`config.mk`:
```
export PLATFORM = sky130hd
export DESIGN_NAME = bitrev_pingpong_ctrl
export DESIGN_NICKNAME = d
export VERILOG_FILES = /design/src/rtl/fft_pkg.sv /design/src/rtl/bitrev_addr_gen.sv /design/src/rtl/bitrev_pingpong_ctrl.sv
export SDC_FILE = /design/constraint.sdc
export NUM_CORES = 1
export LEC_CHECK = 0
export CORE_ASPECT_RATIO = 1.1
export CORE_MARGIN = 1
export CORE_UTILIZATION = 58
export CTS_CLUSTER_SIZE = 30
export DETAILED_ROUTE_END_ITERATION = 16
export HOLD_SLACK_MARGIN = 0.02
export PLACE_DENSITY_LB_ADDON = 0.12
export SYNTH_ARGS = -nofsm -noshare
export SYNTH_HDL_FRONTEND = slang
export SYNTH_SLANG_ARGS = --single-unit
```
`constraint.sdc`:
```
create_clock -name Clock -period 4.8 [get_ports Clock]
set_clock_uncertainty 0.1 [all_clocks]
set_input_delay 1.2 -clock Clock [delete_from_list [all_inputs] [get_ports Clock]]
set_output_delay 1.2 -clock Clock [all_outputs]
set_load 0.005 [all_outputs]
```
`src/rtl/fft_pkg.sv`:
```
// Shared definitions for the FFT input reorder path: default frame size,
// bit-reverse helper and RAM address field layout {bank, ch, idx}.
package fft_pkg;

    localparam int BW_FFTP_DEFAULT = 9;
    localparam int REV_MAX_W       = 32;

    // Reverses the low 'width' bits of x; bits at and above 'width' return 0.
    function automatic logic [REV_MAX_W-1:0] rev(input logic [REV_MAX_W-1:0] x, input int width);
        logic [REV_MAX_W-1:0] r;
        r = '0;
        for (int i = 0; i < REV_MAX_W; i++) begin
            if (i < width) r[i] = x[width-1-i];
        end
        return r;
    endfunction

    function automatic int addr_w(input int chb, input int bw_fftp);
        return 1 + chb + bw_fftp;
    endfunction

    function automatic int idx_lsb();
        return 0;
    endfunction

    function automatic int ch_lsb(input int bw_fftp);
        return bw_fftp;
    endfunction

    function automatic int bank_bit(input int chb, input int bw_fftp);
        return chb + bw_fftp;
    endfunction

endpackage

```
`src/rtl/bitrev_addr_gen.sv`:
```
// Frame counter split into channel and sample-index fields, with terminal
// count and an optionally bit-reversed index for address generation.
module bitrev_addr_gen
    import fft_pkg::*;
#(
    parameter int IDX_W    = BW_FFTP_DEFAULT,
    parameter int CH_W     = 1,
    parameter bit CH_MAJOR = 1'b0,
    parameter bit REV      = 1'b0
) (
    input  logic             Clock,
    input  logic             Reset,
    input  logic             en,
    input  logic             clr,
    output logic [IDX_W-1:0] idx,
    output logic [IDX_W-1:0] idx_addr,
    output logic [CH_W-1:0]  ch,
    output logic             tc
);

    localparam int CW = IDX_W + CH_W;

    logic [CW-1:0]        cnt_q, cnt_d;
    logic [REV_MAX_W-1:0] rev_full;
    logic                 rev_unused;

    // NOTE: every variable assigned in always_comb gets a default first, so no latch can be inferred.
    always_comb begin
        cnt_d = cnt_q;
        if (clr)     cnt_d = '0;
        else if (en) cnt_d = cnt_q + CW'(1);
    end

    // NOTE: state is updated with non-blocking assignments only, so every flop samples pre-edge values.
    always_ff @(posedge Clock or posedge Reset) begin
        if (Reset) cnt_q <= '0;
        else       cnt_q <= cnt_d;
    end

    generate
        if (CH_MAJOR) begin : g_ch_major
            assign ch  = cnt_q[CW-1 -: CH_W];
            assign idx = cnt_q[IDX_W-1:0];
        end else begin : g_ch_minor
            assign ch  = cnt_q[CH_W-1:0];
            assign idx = cnt_q[CW-1 -: IDX_W];
        end
    endgenerate

    assign rev_full   = rev(REV_MAX_W'(idx), IDX_W);
    assign rev_unused = ^rev_full[REV_MAX_W-1:IDX_W];
    assign idx_addr   = REV ? rev_full[IDX_W-1:0] : idx;
    assign tc         = &cnt_q;

endmodule

```
`src/rtl/bitrev_pingpong_ctrl.sv`:
```
// Ping-pong reorder buffer controller: fills one bank with interleaved
// samples while the other bank is read out per channel in FFT order.
module bitrev_pingpong_ctrl
    import fft_pkg::*;
#(
    parameter  int BW_FFTP   = BW_FFTP_DEFAULT,
    parameter  int N_CH      = 2,
    parameter  bit REV_ON_RD = 1'b1,
    localparam int CHB       = $clog2(N_CH),
    localparam int AW        = addr_w(CHB, BW_FFTP)
) (
    input  logic          Clock,
    input  logic          Reset,
    input  logic          ClockEn,
    input  logic          Flush,
    input  logic          InValid,
    output logic          InReady,
    output logic          WE,
    output logic [AW-1:0] WrAddress,
    input  logic          OutReady,
    output logic          RdEn,
    output logic [AW-1:0] RdAddress,
    output logic          FrameStart,
    output logic          FrameLast,
    output logic [CHB-1:0] ChOut
);

    logic [1:0]         full_q, full_d;
    logic               wb_q, wb_d, rb_q, rb_d;
    logic               we_q, we_d, rd_en_q, rd_en_d;
    logic               fs_q, fs_d, fl_q, fl_d;
    logic [AW-1:0]      wr_address_q, wr_address_d, rd_address_q, rd_address_d;
    logic [CHB-1:0]     ch_out_q, ch_out_d;

    logic               wr_acc, rd_iss, clr;
    logic [BW_FFTP-1:0] w_idx_unused, w_idx_addr, r_idx, r_idx_addr;
    logic [CHB-1:0]     w_ch, r_ch;
    logic               w_tc, r_tc;

    // Flush only acts on enabled cycles so ClockEn low freezes it as well.
    assign clr     = ClockEn & Flush;
    assign InReady = ~full_q[wb_q];
    assign wr_acc  = InValid & InReady & ClockEn & ~Flush;
    assign rd_iss  = full_q[rb_q] & OutReady & ClockEn & ~Flush;

    bitrev_addr_gen #(
        .IDX_W(BW_FFTP), .CH_W(CHB), .CH_MAJOR(1'b0), .REV(!REV_ON_RD)
    ) u_wr_gen (
        .Clock(Clock), .Reset(Reset), .en(wr_acc), .clr(clr),
        .idx(w_idx_unused), .idx_addr(w_idx_addr), .ch(w_ch), .tc(w_tc)
    );

    bitrev_addr_gen #(
        .IDX_W(BW_FFTP), .CH_W(CHB), .CH_MAJOR(1'b1), .REV(REV_ON_RD)
    ) u_rd_gen (
        .Clock(Clock), .Reset(Reset), .en(rd_iss), .clr(clr),
        .idx(r_idx), .idx_addr(r_idx_addr), .ch(r_ch), .tc(r_tc)
    );

    always_comb begin
        full_d       = full_q;
        wb_d         = wb_q;
        rb_d         = rb_q;
        we_d         = we_q;
        rd_en_d      = rd_en_q;
        fs_d         = fs_q;
        fl_d         = fl_q;
        wr_address_d = wr_address_q;
        rd_address_d = rd_address_q;
        ch_out_d     = ch_out_q;
        if (ClockEn) begin
            if (Flush) begin
                full_d  = '0;
                wb_d    = 1'b0;
                rb_d    = 1'b0;
                we_d    = 1'b0;
                rd_en_d = 1'b0;
                fs_d    = 1'b0;
                fl_d    = 1'b0;
            end else begin
                we_d    = wr_acc;
                rd_en_d = rd_iss;
                fs_d    = rd_iss & (r_idx == '0);
                fl_d    = rd_iss & (&r_idx);
                if (wr_acc) begin
                    wr_address_d = {wb_q, w_ch, w_idx_addr};
                    if (w_tc) begin
                        full_d[wb_q] = 1'b1;
                        wb_d         = ~wb_q;
                    end
                end
                // A completing read always targets the other bank from a completing write.
                if (rd_iss) begin
                    rd_address_d = {rb_q, r_ch, r_idx_addr};
                    ch_out_d     = r_ch;
                    if (r_tc) begin
                        full_d[rb_q] = 1'b0;
                        rb_d         = ~rb_q;
                    end
                end
            end
        end
    end

    always_ff @(posedge Clock or posedge Reset) begin
        if (Reset) begin
            full_q       <= '0;
            wb_q         <= 1'b0;
            rb_q         <= 1'b0;
            we_q         <= 1'b0;
            rd_en_q      <= 1'b0;
            fs_q         <= 1'b0;
            fl_q         <= 1'b0;
            wr_address_q <= '0;
            rd_address_q <= '0;
            ch_out_q     <= '0;
        end else begin
            full_q       <= full_d;
            wb_q         <= wb_d;
            rb_q         <= rb_d;
            we_q         <= we_d;
            rd_en_q      <= rd_en_d;
            fs_q         <= fs_d;
            fl_q         <= fl_d;
            wr_address_q <= wr_address_d;
            rd_address_q <= rd_address_d;
            ch_out_q     <= ch_out_d;
        end
    end

    assign WE         = we_q;
    assign WrAddress  = wr_address_q;
    assign RdEn       = rd_en_q;
    assign RdAddress  = rd_address_q;
    assign FrameStart = fs_q;
    assign FrameLast  = fl_q;
    assign ChOut      = ch_out_q;

endmodule

```
# Word level (Yosys, flattened, before mapping)
# Index checks and enable logic that the tools add are counted.
[totals]
register_bits = 51
in_bits = 6
output_inout_bits = 28
elab_cells = 79
[classes]
add_sub_neg = 2
order_cmp = 4
mux = 29
bitwise_logic = 16
n_reduce_logical = 16
[op_table]
columns = ["cell", "n"]
rows = [
  ["10-bit 2-to-1 mux", 4],
  ["10-bit by 1-bit adder with 10-bit output, second input constant", 2],
  ["10-bit AND reduction", 2],
  ["1-bit 2-to-1 mux", 16],
  ["2-bit 2-to-1 mux", 7],
  ["3-bit AND reduction", 4],
  ["2-bit nonzero test", 6],
  ["1-bit AND", 9],
  ["9-bit logical NOT", 1],
  ["9-bit AND reduction", 1],
  ["1-bit by 2-bit less-than comparator with 1-bit output, second input constant", 2],
  ["1-bit inverter", 4],
  ["2-bit AND", 1],
  ["1-bit demux with 1-bit select", 2],
  ["1-bit >= comparator, second input constant", 2],
  ["1-bit logical AND", 2],
  ["2-bit inverter", 1],
  ["2-bit bitwise OR", 1],
]

# Depth between registers and ports, before layout
# Gate-level depths: netlist of run 1.
[depth]
depth_word = 13
ltp_mapped = 7
mapped_depth_nobuf = 6

# By module
# From an unflattened synthesis of run 1, not the netlist that was laid out.
[unflattened]
cells_unflattened = 212
area_unflattened_um2 = 2482.4
[modules_own_cells]
columns = ["module", "instances", "cells_per_inst", "area_per_inst_um2", "seq_area_each_um2"]
rows = [
  ["bitrev_pingpong_ctrl", 1, 90, 1308.8, 750.7],
  ["bitrev_addr_gen", 2, 61, 586.8, 250.2],
]

# Worst setup path before layout of run 1
# OpenSTA, ideal clock, no wires.
[synth_path]
path_type = "input-to-reg"
startpoint = "input port Flush"
endpoint = "register u_rd_gen.cnt_q[9]"
setup_ns = 0.078
arrival_time_ns = 2.404
t_required_ns = 4.622
setup_slack_ns = 2.218
stages = 5
n_path_buf = 1
cell_sequence = "nand3b_1 -> or2_1 -> buf_6 -> or4_1 -> a21oi_1"
[synth_via]
elab_chain_cells = 3
word_cells_on_any_way = 5
classes_between = "mux: 1; bitwise: 3; reduce/logical: 1"
[synth_rtl]
columns = ["item", "line", "rtl"]
rows = [
  ["start, declared", "bitrev_pingpong_ctrl.sv:15", "input logic Flush,"],
  ["1-bit inverter (no line)", "-", ""],
  ["1-bit AND", "bitrev_pingpong_ctrl.sv:44", "assign rd_iss = full_q[rb_q] & OutReady & ClockEn & ~Flush;"],
  ["2-bit nonzero test (no line)", "-", ""],
  ["end signal, assigned", "bitrev_addr_gen.sv:37", "else cnt_q <= cnt_d;"],
  ["end, declared", "bitrev_addr_gen.sv:23", "logic [CW-1:0] cnt_q, cnt_d;"],
]
# Parallel ways exist; a longest one is shown, timed or not.
# A chain may end at the register's enable or synchronous reset.

# Final worst setup path of run 1
[layout_path]
startpoint = "input port ClockEn"
endpoint = "register u_wr_gen.cnt_q[7]"
[layout_via]
elab_chain_cells = 3
word_cells_on_any_way = 5
classes_between = "mux: 1; bitwise: 3; reduce/logical: 1"
[layout_rtl]
columns = ["item", "line", "rtl"]
rows = [
  ["start, declared", "bitrev_pingpong_ctrl.sv:14", "input logic ClockEn,"],
  ["1-bit AND (2 in series)", "bitrev_pingpong_ctrl.sv:43", "assign wr_acc = InValid & InReady & ClockEn & ~Flush;"],
  ["2-bit nonzero test (no line)", "-", ""],
  ["end signal, assigned", "bitrev_addr_gen.sv:37", ""],
  ["end, declared", "bitrev_addr_gen.sv:23", ""],
]
# Parallel ways exist; a longest one is shown, timed or not.

==> results by stage, run 1 <==
Global route:
- For this run the aggregate overflow at the end of global routing stands at 0.
- The initial antenna violation count is 0.
- Across every metal layer, demand over resource in global routing totals 23.5%.
- The pin count of the biggest net entering global routing is 51.
- The first-pass GRT wire length is 7750 um.
- The via count of the first global-routing pass is 1682.

Route:
- The number of remaining DRC errors is 0.
- The routed wirelength normalized by instance count is 14.0 um.
- In this run the remaining antenna-violating nets after routing total 0.
- The average vias per placed instance is 5.59.
- The detailed router's first-iteration violation count is 194.
- After detailed routing, the total wire length is 4650 um.
- The total via count in the routed design is 1855.
- The detailed-routing iteration count for the pre-antenna-repair pass is 4.

Floorplanning:
- The effective utilization at floorplan is 62.4%.
- The number of I/O pins is 34.
- After floorplanning, the core was divided into 23 placement rows.
- The area of the core region is 3770 um2.
- Measured along the x axis, the die boundary spans 62.7 um.
- The die covers 4310 um2.
- The height of the chip is 68.8 um.

STA:
- The final critical-path required period is 3.30 ns.
- Timing would allow up to 303 MHz.
- The slew of the pin with the lowest slew margin is 1.02 ns.
- The count of endpoints failing hold in the final timing report is 0.
- The final total negative setup slack is 0 ns.
- The worst slew margin relative to its limit is 31.9%.
- The max-slew violation total from the final report is 0.
- Setup violations remaining at the end of the flow were counted as 0.
- Setup repair after global routing left no endpoint under its margin.
- The final clock period utilization by the worst path is 68.7%.

Critical path:
- The type of the worst setup path is in2reg.
- The critical path crosses 5 cells after its start point.
- Tracing the worst setup path back leads to its startpoint at ClockEn.
- Data on the critical path arrives at its endpoint at 3.38 ns.
- In this run the register-to-register setup slack is 2.31 ns.
- The cell family contributing the most delay on the critical path is simple AND/OR/NAND/NOR gates.
- Traced cell by cell, the critical path runs through clkdlybuf4s50_1, nor2b_1, nand3_1, o311ai_0, o41ai_1.
- The peak per-stage delay on the critical path is 0.69 ns.
- The endpoint required time on the critical path is 4.88 ns.
- The kind of end point of the critical path is a flip-flop.
- Along the worst path, the maximum fanout reaches 19.
- The number of buffer and inverter stages on the critical path is 1.
- The nature of the critical path startpoint is an input port.
- For the worst flop-to-flop path, the logic depth is 4.
- The end of the worst register-to-register path is u_wr_gen.cnt_q[7].
- On the critical path, the stage with the largest delay is an instance of sky130_fd_sc_hd__clkdlybuf4s50_1.
- The worst register-to-register path begins at wb_q.

Synthesis:
- The share of the Yosys chip area taken by registers is 53.2%.
- The synthesis warning total is 0.
- The post-synthesis instance area is 2350 um2.
- The number of distinct library cells after synthesis is 44.
- The synthesized net count is 267.
- A synthesized cell averages 9.15 um2.
- The number of enable flip-flop cells after synthesis is 0.
- The fraction of registers with async set or reset after synthesis is 100%.
- The most frequently used flop master after synthesis is sky130_fd_sc_hd__dfrtp_1.
- After synthesis the netlist holds a flip-flop and latch count of 50.
- The cell count after synthesis came out at 257.

Cells and area:
- After the flow finishes, the layout carries non-filler instances totaling 332.
- The number of inserted diodes is 0.
- Cells with a size suffix above 1 make up 3.55% of the layout.
- The net count of the finished layout is 291.
- The layout has 289 filler cells.
- From synthesis to final layout, the design area changed by 18.3%.
- The storage element area is 1250 um2.
- The total area of multi-input combinational cells is 993 um2.

Hold path:
- For hold timing, the worst endpoint is WrAddress[4].
- The cell depth of the worst hold path is 2.
- The worst hold path startpoint is WrAddress[4].
- The classification of the worst-slack hold path is reg2reg.

Clock tree:
- The clock tree buffer depth is 2.
- The TritonCTS sink count is 50.
- The clock transition at the registers of the reported paths is 0.09 ns.
- The CTS tree is built.
- In this run, post-CTS repair resized a total of 0 instances.
- In this run the post-CTS setup repair buffer count came out at 0.
- The H-tree depth is 2.
- The number of buffers inserted during clock tree synthesis is 5.
- For the worst-skew pair, the clock arrives at the later sink with an insertion delay of 0.31 ns.
- The total of hold buffers inserted after clock tree synthesis is 0.
- The root buffer cell is sky130_fd_sc_hd__clkbuf_8.

Power and ir drop:
- The total power after layout is 0.000768 W.
- VDD sags by at most 168 uV.
- The leakage power figure is 1.27 nW.
- The cell area power density is 276 nW/um2.

Placement:
- The estimated wirelength of the detail-placed design is 3070 um.
- The number of port buffers is 33.
- The routability-driven placement congestion ratio is 0.847.
- The cell total after placement is 324.

Outcome:
- The flow ran to the end, and the final reports show no timing, DRC or antenna violations.

Run:
- The tool flagged a number of max-cap violations equal to 0.
[worst min-delay path, cell delays in order, from the launching register on]
cell                      delay (ns)
sky130_fd_sc_hd__dfrtp_1        0.35
sky130_fd_sc_hd__nand2_1        0.05
sky130_fd_sc_hd__nand2_1        0.05
[per-stage QoR]
step	hold slack (ns)	setup slack [ns]	utilization (%)	cell area [um2]
2_1_floorplan	0.363	2.22	-	2350
3_3_place_gp	0.361	1.36	70.9	2670
3_5_place_dp	0.362	1.25	70.9	2670
4_1_cts	0.385	1.58	73.8	2780
5_1_grt	0.400	1.35	73.8	2780
6_report	0.377	1.50	73.8	2780
[sequential cells by signal, indices dropped and copies added, names as in the netlist]
register,count
full_q,2
RdEn,1
WrAddress,11
wb_q,1
WE,1
FrameStart,1
u_wr_gen.cnt_q,10
RdAddress,11
FrameLast,1
rb_q,1
u_rd_gen.cnt_q,10
[synth_stat cells, types with 2 or more instances]
cell                       count  area [um2]
sky130_fd_sc_hd__nand2_1      81         304
sky130_fd_sc_hd__dfrtp_1      50        1250
sky130_fd_sc_hd__nand3_1      13        65.1
sky130_fd_sc_hd__o21ai_0      13        65.1
sky130_fd_sc_hd__clkbuf_1     11        41.3
sky130_fd_sc_hd__inv_1         9        33.8
sky130_fd_sc_hd__nor2_1        9        33.8
sky130_fd_sc_hd__a21oi_1       5        25.0
sky130_fd_sc_hd__mux2i_1       5        50.1
sky130_fd_sc_hd__xnor2_1       5        43.8
sky130_fd_sc_hd__and4_1        4        35.0
sky130_fd_sc_hd__ha_1          4        50.1
sky130_fd_sc_hd__nand4_1       4        25.0
sky130_fd_sc_hd__nor4_1        4        25.0
sky130_fd_sc_hd__and3_1        3        18.8
sky130_fd_sc_hd__a22o_1        2        17.5
sky130_fd_sc_hd__and2_1        2        12.5
sky130_fd_sc_hd__buf_1         2        7.51
sky130_fd_sc_hd__nor3_1        2        10.0
sky130_fd_sc_hd__nor3b_1       2        15.0
sky130_fd_sc_hd__o31ai_1       2        15.0
sky130_fd_sc_hd__o41ai_1       2        17.5
sky130_fd_sc_hd__xor2_1        2        17.5
[where the power goes]
part	internal [W]	switching [W]	total, W
clock	0.000156	0.000143	0.000299
combinational	0.0000151	0.0000245	0.0000396
sequential	0.000426	0.00000405	0.000430
[layout make-up]
cell class / count / share of cell area (%)
multi-input cells: 182 / 35.7
clock inverters: 2 / 1.35
well taps: 50 / 2.25
flip-flops and latches: 50 / 45.0
inverters: 9 / 1.21
repair buffers: 33 / 11.9
clock buffers: 6 / 2.61
[worst max path at each step]
stage,to,slack (ns)
final,u_wr_gen.cnt_q[7],1.50
after global placement,u_rd_gen.cnt_q[9],1.36
after CTS,u_wr_gen.cnt_q[7],1.58
after global routing,u_wr_gen.cnt_q[7],1.35
after detailed placement,u_wr_gen.cnt_q[7],1.25
after floorplan,u_rd_gen.cnt_q[9],2.22
[layout by cell type (no fill, tap or decap), types with 8 or more instances in the layout]
master	netlist	final
sky130_fd_sc_hd__clkdlybuf4s50_1	0	33
sky130_fd_sc_hd__dfrtp_1	50	50
sky130_fd_sc_hd__inv_1	9	8
sky130_fd_sc_hd__nand2_1	81	81
sky130_fd_sc_hd__nand3_1	13	13
sky130_fd_sc_hd__nor2_1	9	9
sky130_fd_sc_hd__o21ai_0	13	13
[layer usage]
layer | up-vias | global-route usage [%] | routed length, um
met4 | 0 | 9.88 | 64
li1 | 914 | - | -
met3 | 7 | 4.61 | 223
met5 | - | 0 | 0
met1 | 870 | 32.7 | 2310
met2 | 64 | 36.5 | 2060
[cell families (layout without fill, tap and decap cells)]
kind of cell / count (synthesis) / in the layout / synth area share (%)
AOI/OAI and AO/OA: 31 / 31 / 8.36
xor gates and xnor gates: 7 / 7 / 2.61
adders and majority gates: 4 / 4 / 2.13
buffers and inverters: 25 / 50 / 4.52
DFF: 50 / 50 / 53.2
muxes: 7 / 7 / 3.19
and+or+nand+nor: 133 / 133 / 26.0
Power figures use the tool's default switching activity.
==> run 2, diff against run 1 <==
CORE_UTILIZATION = 54   (was 58)
clock period = 3.3 ns   (was 4.8 ns; I/O delays follow)
==> results by stage, run 2 (synthesis gave the netlist of run 1 again) <==
Outcome:
- The run finished with clean final reports.

Route:
- The antenna violation net count after detailed routing is 0.
- The wire length reported by the detailed router is 4940 um.
- The routed layout has 1892 vias.
- The length of routed met3 wiring is 159 um.
- The wire length on met1 is 2150 um.
- In the routed design, unresolved DRC markers number 0.
- The detailed router's first-iteration violation count is 180.
- The routed wirelength normalized by instance count is 14.5 um.
- The amount of wire on met2 after detailed routing is 2620 um.
- After detailed routing, the number of vias per cell comes to 5.56.
- The top layer reached by signal wires is met4.
- The detailed-routing iteration count for the pre-antenna-repair pass is 4.

Critical path:
- On the worst path, the slowest cell contributes a delay of 0.59 ns.
- The kind of end point of the critical path is an output pin.
- The number of buffers and inverters on the critical path is 1.
- STA classifies the critical path startpoint as a flip-flop.
- On the critical path the largest part of the delay comes from buffers and inverters.
- The critical path crosses 2 cells after its start point.
- The startpoint of the worst-slack reg-to-reg timing path is wb_q.
- The critical path is of the reg2out type.
- In this run the worst path has a maximum fanout of 6.
- For the worst setup path, the data arrival time is 1.83 ns.
- Data on the critical path is required at its endpoint by 2.37 ns.
- The worst register-to-register path has a depth of 4.
- Traced cell by cell, the critical path runs through mux2i_1, clkdlybuf4s50_1.
- The most critical setup path has its startpoint at wb_q.
- The cell with the largest stage delay on the worst path is sky130_fd_sc_hd__clkdlybuf4s50_1.

Global route:
- For this run the aggregate overflow at the end of global routing stands at 0.
- Entering global routing, the biggest net connects 25 pins.
- The overall routing resource usage is 23.8%.
- The first global-routing pass estimated 8420 um of wire.
- The via count of the first global-routing pass is 1851.
- The initial antenna violation count is 0.

Cells and area:
- The net count of the finished layout is 297.
- Of the cells placed in the final design, the portion with a size suffix greater than 1 is 5.90%.
- Leaving out fill and tap cells, the most frequent cell in the layout is sky130_fd_sc_hd__nand2_1.
- The area overhead of the layout relative to synthesis is 20.3%.
- In the layout the commonest cells are sky130_fd_sc_hd__nand2_1 (81), sky130_fd_sc_hd__dfrtp_1 (50), sky130_fd_sc_hd__clkdlybuf4s50_1 (33).
- The number of inserted diodes is 0.
- The final standard cell utilization of the core is 69.8%.

Clock tree:
- The clock transition at the registers of the reported paths is 0.09 ns.
- The clock tree buffer depth is 2.
- The number of clock buffers added by TritonCTS is 5.
- The CTS tree is built.
- The post-CTS setup buffer count is 0.
- Clock tree synthesis found a total of 50 sinks.
- For the worst-skew pair, the clock arrives at the later sink with an insertion delay of 0.30 ns.
- After clock tree synthesis, the repair step resized 0 gates.
- The H-tree depth is 2.
- The number of hold buffers added after CTS was 0.
- The root buffer cell is sky130_fd_sc_hd__clkbuf_8.

Power and ir drop:
- Dividing total power by cell area gives a power density of 388 nW/um2.
- Summed over all cells, the static leakage comes to 1.31 nW.
- The largest vdd supply drop is 274 uV.

STA:
- The count of endpoints failing hold in the final timing report is 0.
- In the final timing run, aggregate negative setup slack is 0 ns.
- The worst slew margin relative to its limit is 61.0%.
- Setup repair after global routing left no endpoint under its margin.
- The slew of the pin with the lowest slew margin is 0.585 ns.
- Of the available clock period, the critical path in the final layout requires 83.6%.
- The max-slew violation total from the final report is 0.
- Setup violations remaining at the end of the flow were counted as 0.
- The peak clock frequency supported by timing is 363 MHz.
- For the finished layout, the period the worst path requires is 2.76 ns.

Hold path:
- The path class of the tightest hold or removal check is reg2reg.
- The worst hold path passes through 2 cells.
- The worst hold path begins at WrAddress[5].

Floorplanning:
- The chip width is 64.9 um.
- The effective utilization at floorplan is 58.0%.
- The die covers 4620 um2.
- The die is 71.2 um tall.
- The area of the core region is 4050 um2.
- The number of I/O pins is 34.
- The placement row count is 24.

Placement:
- Summed over all nets, the half-perimeter wirelength after detailed placement is 3520 um.
- Input and output buffers added on the ports amount to 33.
- The congestion estimate from routability-driven global placement came to 0.834.

Run:
- The tool flagged a number of max-cap violations equal to 0.
[run 2: cell types whose count changed in the layout (fill, tap and decap cells not counted)]
cell                         change
sky130_fd_sc_hd__buf_4           +6
sky130_fd_sc_hd__bufinv_16       -1
sky130_fd_sc_hd__clkbuf_1        -1
sky130_fd_sc_hd__clkbuf_8        +3
sky130_fd_sc_hd__clkinvlp_4      -1
[run 2: path summary, 6_finish.rpt]
path                       slack [ns]           endpoint
max                              0.54            InReady
min                              0.38       WrAddress[5]
max reg2reg                      1.19  u_wr_gen.cnt_q[7]
min reg2reg                      0.38       WrAddress[5]
max in group asynchronous        1.86  u_rd_gen.cnt_q[7]
min in group asynchronous        0.66  u_wr_gen.cnt_q[5]
[run 2: metal layers]
| layer | GRT usage [%] | vias up |
|---|---|---|
| met5 | 0 | - |
| met4 | 4.69 | 0 |
| met3 | 4.84 | 2 |
| met2 | 44.1 | 42 |
| met1 | 28.1 | 916 |
| li1 | - | 932 |
[run 2: final cells by class]
cell class	instances	area [um2]
sequential	50	1250
fill	321	1220
multi-input combinational	182	993
timing repair buffer	39	375
clock buffer	8	110
tap	52	65.1
inverter	9	33.8
[run 2: worst min-delay path: stages, from the launching register on]
cell,delay [ns]
sky130_fd_sc_hd__dfrtp_1,0.35
sky130_fd_sc_hd__nand2_1,0.05
sky130_fd_sc_hd__nand2_1,0.05
[run 2: stage by stage]
stage / cells / area, um2 / hold slack, ns / worst slack (ns) / total power (W)
2_1_floorplan: 257 / 2350 / 0.363 / 1.09 / 0.000669
3_3_place_gp: 332 / 2720 / 0.357 / 0.478 / 0.000699
3_5_place_dp: 332 / 2720 / 0.364 / 0.400 / 0.000701
4_1_cts: 340 / 2830 / 0.385 / 0.536 / 0.00111
5_1_grt: 340 / 2830 / 0.412 / 0.459 / 0.00114
6_report: 340 / 2830 / 0.379 / 0.542 / 0.00110
[run 2: where the power goes]
group / leakage (nW) / internal [W] / total, W / switching (W)
clock network: 0.0575 / 0.000212 / 0.000410 / 0.000198
logic: 0.553 / 0.0000248 / 0.0000620 / 0.0000372
registers: 0.695 / 0.000619 / 0.000625 / 0.00000597
